**config.mk**
```make
export PLATFORM = sky130hd
export DESIGN_NAME = thor2024_stack_expander
export DESIGN_NICKNAME = d
export VERILOG_FILES = /design/src/rtl/thor2024_stack_expander_pkg.sv /design/src/rtl/thor2024_stack_expander_uop_gen.sv /design/src/rtl/thor2024_stack_expander.sv
export SDC_FILE = /design/constraint.sdc
export NUM_CORES = 1
export LEC_CHECK = 0
export ABC_AREA = 1
export CELL_PAD_IN_SITES_DETAIL_PLACEMENT = 0
export CELL_PAD_IN_SITES_GLOBAL_PLACEMENT = 1
export CORE_ASPECT_RATIO = 1.2
export CORE_UTILIZATION = 35
export CTS_CLUSTER_SIZE = 8
export DETAILED_ROUTE_END_ITERATION = 12
export PLACE_DENSITY_LB_ADDON = 0.25
export REMOVE_ABC_BUFFERS = 1
export SETUP_SLACK_MARGIN = 0.4
export SKIP_LAST_GASP = 1
export SLEW_MARGIN = 25
export SYNTH_ARGS = -nofsm -noshare
export SYNTH_HDL_FRONTEND = slang
export SYNTH_SLANG_ARGS = --single-unit
export TNS_END_PERCENT = 50
```
**constraint.sdc**
```tcl
create_clock -name clk -period 4.1 [get_ports clk]
set_input_delay 0.615 -clock clk [delete_from_list [all_inputs] [get_ports clk]]
set_output_delay 0.615 -clock clk [all_outputs]
set_load 0.03 [all_outputs]
```
**src/rtl/thor2024_stack_expander_pkg.sv**
```systemverilog
// Shared types and constants for the Thor2024 stack micro-op expander.
package thor2024_stack_expander_pkg;

  typedef logic [6:0] opcode_t;

  localparam opcode_t OP_NOP   = 7'h00;
  localparam opcode_t OP_ADD   = 7'h02;
  localparam opcode_t OP_ADDI  = 7'h04;
  localparam opcode_t OP_STO   = 7'h10;
  localparam opcode_t OP_LDO   = 7'h11;
  localparam opcode_t OP_PUSH  = 7'h20;
  localparam opcode_t OP_POP   = 7'h21;
  localparam opcode_t OP_ENTER = 7'h22;
  localparam opcode_t OP_LEAVE = 7'h23;
  localparam opcode_t OP_PFX   = 7'h30;
  localparam opcode_t OP_ATOM  = 7'h31;

  localparam logic [4:0] REG_SP = 5'd31;
  localparam logic [4:0] REG_FP = 5'd30;
  localparam logic [4:0] REG_LR = 5'd29;

  localparam logic [0:0] ST_IDLE   = 1'b0;
  localparam logic [0:0] ST_EXPAND = 1'b1;

  // Decoded instruction. For ordinary instructions regs[0..2] are rd/ra/rs and
  // imm16 is sign-extended; stack ops use regs[0..3] as R0..R3, cnt as N-1 and
  // imm16 as an unsigned byte count.
  typedef struct packed {
    opcode_t          opcode;
    logic [1:0]       cnt;
    logic [3:0][4:0]  regs;
    logic [15:0]      imm16;
  } instruction_t;

  // Micro-op. STO stores rs to [ra+imm]; LDO loads rd from [ra+imm];
  // ADDI writes rd = ra + imm.
  typedef struct packed {
    opcode_t     opcode;
    logic [4:0]  rd;
    logic [4:0]  ra;
    logic [4:0]  rs;
    logic [63:0] imm;
    logic        last;
    logic [63:0] pc;
  } uop_t;

  function automatic logic is_stack_op(input opcode_t op);
    return (op == OP_PUSH) || (op == OP_POP) || (op == OP_ENTER) || (op == OP_LEAVE);
  endfunction

endpackage

```
**src/rtl/thor2024_stack_expander_uop_gen.sv**
```systemverilog
// Combinational micro-op generator: (instruction, idx) -> micro-op and last flag.
module thor2024_stack_uop_gen
  import thor2024_stack_expander_pkg::*;
(
  input  instruction_t i_instr,
  input  logic [63:0]  i_pc,
  input  logic [2:0]   i_idx,
  output uop_t         o_uop,
  output logic         o_last
);

  logic [2:0]  w_n;
  logic [63:0] w_n8;
  logic [63:0] w_imm;
  logic [1:0]  w_k_push;
  logic [63:0] w_off_push;
  logic [63:0] w_off_pop;

  assign w_n        = {1'b0, i_instr.cnt} + 3'd1;
  assign w_n8       = {58'd0, w_n, 3'b000};
  assign w_imm      = {48'd0, i_instr.imm16};
  // PUSH emits its SP adjust first, so store k sits at idx k+1.
  assign w_k_push   = i_idx[1:0] - 2'd1;
  assign w_off_push = {59'd0, w_k_push, 3'b000};
  assign w_off_pop  = {59'd0, i_idx[1:0], 3'b000};
  assign o_last     = o_uop.last;

  // Select the micro-op for the current step of the sequence.
  always_comb begin
    o_uop      = '0;
    o_uop.pc   = i_pc;
    o_uop.last = 1'b1;
    case (i_instr.opcode)
      OP_PUSH: begin
        if (i_idx == 3'd0) begin
          o_uop.opcode = OP_ADDI;
          o_uop.rd     = REG_SP;
          o_uop.ra     = REG_SP;
          o_uop.imm    = 64'd0 - w_n8;
          o_uop.last   = 1'b0;
        end else begin
          o_uop.opcode = OP_STO;
          o_uop.ra     = REG_SP;
          o_uop.rs     = i_instr.regs[w_k_push];
          o_uop.imm    = w_off_push;
          o_uop.last   = (i_idx == w_n);
        end
      end
      OP_POP: begin
        if (i_idx == w_n) begin
          o_uop.opcode = OP_ADDI;
          o_uop.rd     = REG_SP;
          o_uop.ra     = REG_SP;
          o_uop.imm    = w_n8;
        end else begin
          o_uop.opcode = OP_LDO;
          o_uop.rd     = i_instr.regs[i_idx[1:0]];
          o_uop.ra     = REG_SP;
          o_uop.imm    = w_off_pop;
          o_uop.last   = 1'b0;
        end
      end
      OP_ENTER: begin
        case (i_idx)
          3'd0: begin
            o_uop.opcode = OP_STO;
            o_uop.ra     = REG_SP;
            o_uop.rs     = REG_FP;
            o_uop.imm    = 64'd0 - 64'd16;
            o_uop.last   = 1'b0;
          end
          3'd1: begin
            o_uop.opcode = OP_STO;
            o_uop.ra     = REG_SP;
            o_uop.rs     = REG_LR;
            o_uop.imm    = 64'd0 - 64'd8;
            o_uop.last   = 1'b0;
          end
          3'd2: begin
            o_uop.opcode = OP_ADDI;
            o_uop.rd     = REG_FP;
            o_uop.ra     = REG_SP;
            o_uop.imm    = 64'd0 - 64'd16;
            o_uop.last   = 1'b0;
          end
          default: begin
            o_uop.opcode = OP_ADDI;
            o_uop.rd     = REG_SP;
            o_uop.ra     = REG_SP;
            o_uop.imm    = 64'd0 - (64'd16 + w_imm);
          end
        endcase
      end
      OP_LEAVE: begin
        case (i_idx)
          3'd0: begin
            o_uop.opcode = OP_LDO;
            o_uop.rd     = REG_LR;
            o_uop.ra     = REG_FP;
            o_uop.imm    = 64'd8;
            o_uop.last   = 1'b0;
          end
          3'd1: begin
            o_uop.opcode = OP_ADDI;
            o_uop.rd     = REG_SP;
            o_uop.ra     = REG_FP;
            o_uop.imm    = 64'd16 + w_imm;
            o_uop.last   = 1'b0;
          end
          default: begin
            o_uop.opcode = OP_LDO;
            o_uop.rd     = REG_FP;
            o_uop.ra     = REG_FP;
          end
        endcase
      end
      default: begin
        o_uop.opcode = i_instr.opcode;
        o_uop.rd     = i_instr.regs[0];
        o_uop.ra     = i_instr.regs[1];
        o_uop.rs     = i_instr.regs[2];
        o_uop.imm    = {{48{i_instr.imm16[15]}}, i_instr.imm16};
      end
    endcase
  end

endmodule

```
**src/rtl/thor2024_stack_expander.sv**
```systemverilog
// Stack micro-op expander: splits PUSH/POP/ENTER/LEAVE into ADDI/STO/LDO
// micro-ops, passes other instructions through and drops NOPs.
module thor2024_stack_expander
  import thor2024_stack_expander_pkg::*;
(
  input  logic         clk,
  input  logic         rst_n,
  input  logic         flush,
  input  logic         in_valid,
  output logic         in_ready,
  input  instruction_t in_instr,
  input  logic [63:0]  in_pc,
  output logic         out_valid,
  input  logic         out_ready,
  output uop_t         out_uop
);

  logic [0:0]   r_state;
  logic [2:0]   r_idx;
  instruction_t r_instr;
  logic [63:0]  r_pc;
  logic         r_out_valid;
  uop_t         r_out_uop;

  logic         w_idle;
  logic         w_xfer;
  logic         w_can_load;
  logic         w_accept;
  logic         w_is_nop;
  logic         w_is_stack;
  instruction_t w_gen_instr;
  logic [63:0]  w_gen_pc;
  logic [2:0]   w_gen_idx;
  uop_t         w_gen_uop;
  logic         w_gen_last;

  assign w_idle     = (r_state == ST_IDLE);
  assign w_xfer     = r_out_valid && out_ready;
  assign w_can_load = !r_out_valid || out_ready;
  assign in_ready   = !flush && w_idle && w_can_load;
  assign w_accept   = in_valid && in_ready;
  assign w_is_nop   = (in_instr.opcode == OP_NOP);
  assign w_is_stack = is_stack_op(in_instr.opcode);

  // EXPAND means micro-ops remain beyond the one held in the output register,
  // so the FSM drops back to IDLE as soon as the last one is loaded; that is
  // what lets the next instruction be taken alongside the final transfer.
  assign w_gen_instr = w_idle ? in_instr : r_instr;
  assign w_gen_pc    = w_idle ? in_pc    : r_pc;
  assign w_gen_idx   = w_idle ? 3'd0     : r_idx + 3'd1;

  thor2024_stack_uop_gen u_gen (
    .i_instr (w_gen_instr),
    .i_pc    (w_gen_pc),
    .i_idx   (w_gen_idx),
    .o_uop   (w_gen_uop),
    .o_last  (w_gen_last)
  );

  assign out_valid = r_out_valid;
  assign out_uop   = r_out_uop;

  // FSM, latched instruction and registered micro-op output.
  always_ff @(posedge clk or negedge rst_n) begin
    if (!rst_n) begin
      r_state     <= ST_IDLE;
      r_idx       <= '0;
      r_instr     <= '0;
      r_pc        <= '0;
      r_out_valid <= 1'b0;
      r_out_uop   <= '0;
    end else if (flush) begin
      r_state     <= ST_IDLE;
      r_idx       <= '0;
      r_out_valid <= 1'b0;
    end else if (w_idle) begin
      if (w_accept) begin
        if (w_is_nop) begin
          r_out_valid <= 1'b0;
        end else begin
          r_out_valid <= 1'b1;
          r_out_uop   <= w_gen_uop;
        end
        if (w_is_stack) begin
          r_instr <= in_instr;
          r_pc    <= in_pc;
          r_idx   <= '0;
          r_state <= w_gen_last ? ST_IDLE : ST_EXPAND;
        end
      end else if (w_xfer) begin
        r_out_valid <= 1'b0;
      end
    end else if (w_xfer) begin
      r_out_uop <= w_gen_uop;
      r_idx     <= w_gen_idx;
      if (w_gen_last) begin
        r_state <= ST_IDLE;
      end
    end
  end

endmodule

```
==> impl_metrics.json <==
{
  "yosys_warnings": 0,
  "rsz0062_at_grt": "no",
  "cp_slowest_cell": "dfrtp_4",
  "core_mm2": 0.0340,
  "gr-usage-all-layers": 0.208,
  "design.die.area_mm2": 0.0352,
  "start_util": 0.354,
  "irDropWorstVdd_v": 0.000321,
  "drt_iter0_markers": 610,
  "path_common_cell": "nand2_1",
  "antenna_found_initial": 4,
  "grt_pass1_vias": 10460,
  "clockBufferDepth": 3,
  "io_pins": 267,
  "ys.flop_type": "dfrtp_1",
  "cts_resized": 0,
  "die_width_um": 171,
  "synth_edf_count": 0,
  "clkTransAtPathRegs_ns": 0.05,
  "yosysMostFrequentCell": "nand2_1",
  "finalWorstSetupSlack_ns": 0.799,
  "cts-hold-fix-buffers": 0,
  "clock_skew_ns": 0.0137,
  "synthCells": 1546,
  "via_count": 10736,
  "ant_nets": 0,
  "dp_slack_ns": 0.715,
  "max_stage_delay_ns": 0.64,
  "power_mw": 7.14,
  "yosysTopAreaCellShare": 0.486,
  "gp_congestion": 0.910,
  "crit_chain": "inv_4 -> nand2_1 -> nand2_2 -> ha_1 -> nand2_2 -> nor2_2 -> nand2_1 -> nand2_1 -> nand2_1 -> nor3_2 -> nand2_1 -> nor3_1 -> ha_1 -> o21ai_0 -> nand2_1 -> a21oi_1 -> nand2_1 -> o21ai_0 -> inv_1",
  "p_per_area_mw_per_mm2": 452,
  "setup_violations": 0,
  "wire_per_inst_um": 16.1,
  "hold_violations": 0,
  "max_slew_margin": 0.407,
  "dpl.hpwl_um": 23800,
  "yosysTopAreaCell": "dfrtp_1",
  "synth_cell_types": 51,
  "period_share": 0.805,
  "postCtsSetupBuffers": 0,
  "grt_max_degree": 119,
  "worstSetupStartpointType": "flip-flop",
  "antenna_cells": 0,
  "drc": 0,
  "synthArstFlopShare": 1.00,
  "port_buffers": 266,
  "max_freq_mhz": 303,
  "clock-root-buffer": "clkbuf_16",
  "place_area_mm2": 0.0148,
  "cp_max_fo": 30,
  "postSynthAreaPerCell_um2": 7.79,
  "synth-seq-cells": 234,
  "final_cell_count_no_fill": 2213,
  "routed_wl_um": 35500,
  "netlist_top_cells_count": "nand2_1, dfrtp_1, nor2_1",
  "cts_buffers": 35,
  "syn_to_final_growth_pct": 31.0,
  "netlist_top_cells_area": "dfrtp_1, nand2_1, o21ai_0, nor2_1, a31oi_1",
  "crit_buf_inv": 2,
  "cp-end-kind": "flip-flop",
  "cap_violations": 0,
  "period_minus_slack_ns": 3.30,
  "status": "completed",
  "finalNetCount": 1874,
  "stdcell_area_mm2": 0.0158,
  "cp.required_ns": 4.50,
  "grt_overflow_total": 0,
  "arrival_ns": 3.70,
  "fin_util": 0.464,
  "power.leakage_nw": 7.32,
  "insertion_delay_ns": 0.52,
  "via_per_inst": 4.85,
  "place_inst": 2171,
  "ys_seq_area_frac": 0.486,
  "cts_max_level": 2,
  "die_h_um": 205,
  "clock_sinks": 234,
  "path_class": "reg2reg",
  "firstDrtPassIters": 6,
  "worst_slew_pin_slew_ns": 0.889,
  "drive_gt1_frac": 0.0820,
  "holdCritPathClass": "in2async",
  "fillers": 3372,
  "cts_tree": "built",
  "rows": 74,
  "syn-cell-area_mm2": 0.0120,
  "maxSlewViolCount": 0,
  "critPathTopFamily": "simple AND/OR/NAND/NOR gates",
  "grt_pass1_wl_um": 57200
}
-- path summary, 6_finish.rpt --
check                      cells past startpoint     start  slack, ns     endpoint
min in group clk                               2  r_pc[19]       0.47     r_pc[19]
min                                            1     rst_n        0.1  r_instr[42]
max reg2reg                                   19   r_state       0.80  out_uop[81]
max                                           19   r_state       0.80  out_uop[81]
max in group asynchronous                      2     rst_n       3.07  out_uop[46]
min reg2reg                                    2  r_pc[19]       0.47     r_pc[19]
-- per-layer routing --
layer	wire [um]	global-route usage
met3	2960	0.0667
met2	16700	0.345
met4	823	0.0651
met1	15000	0.256
met5	57	0
-- cells in the final DEF, fill, tap and decap left out, types with 5 or more instances in the layout --
cell type and count:
clkbuf_16 36, nor3_1 7, ha_1 8, buf_4 9, nor2_1 123, o21ai_0 99
nand2_1 596, nand3_1 27, dfrtp_1 233, inv_1 71, o22ai_1 5, clkdlybuf4s50_1 265
o21ai_1 20, o211ai_1 10, o21ai_2 8, buf_12 7, inv_2 13, a31oi_1 73
nand4_1 7, nand2_2 28, a21oi_1 37, nor2_2 13
-- flip-flops by register name, summed over array words and instances (netlist names) --
register / flops
out_uop: 120
r_idx: 3
out_valid: 1
r_instr: 45
r_state: 1
r_pc: 64
-- power breakdown --
group | leakage, nW | total (mW) | internal, mW | switching, mW
Sequential | 2.86 | 2.83 | 2.64 | 0.191
Combinational | 3.99 | 1.68 | 0.700 | 0.978
Clock | 0.473 | 2.62 | 1.62 | 1.01
-- layout make-up --
| class | count | area (um^2) | area share |
|---|---|---|---|
| timing repair buffer | 282 | 2880 | 0.182 |
| tap | 456 | 571 | 0.0362 |
| clock inverter | 3 | 55.1 | 0.00349 |
| multi-input combinational | 1110 | 5170 | 0.327 |
| sequential | 234 | 5860 | 0.371 |
| clock buffer | 39 | 912 | 0.0578 |
| inverter | 89 | 340 | 0.0216 |
-- metrics by stage --
stage	TNS [ns]	hold WS [ns]
floorplan	-628.11	0.319
global placement	0	0.457
detailed placement	0	0.465
CTS	0	0.106
global route	0	0.136
finish	0	0.0996
-- cell families after synthesis --
kind of cell / after synthesis / share of synthesized area
XOR/XNOR: 6 / 0.00436
multiplexers: 2 / 0.00166
adder cells (fa/ha/maj): 8 / 0.00831
AND/OR/NAND/NOR: 822 / 0.282
buffers and inverters: 202 / 0.0848
AO/OA/AOI/OAI: 272 / 0.133
flip-flops: 234 / 0.486
Power figures use the tool's default switching activity.
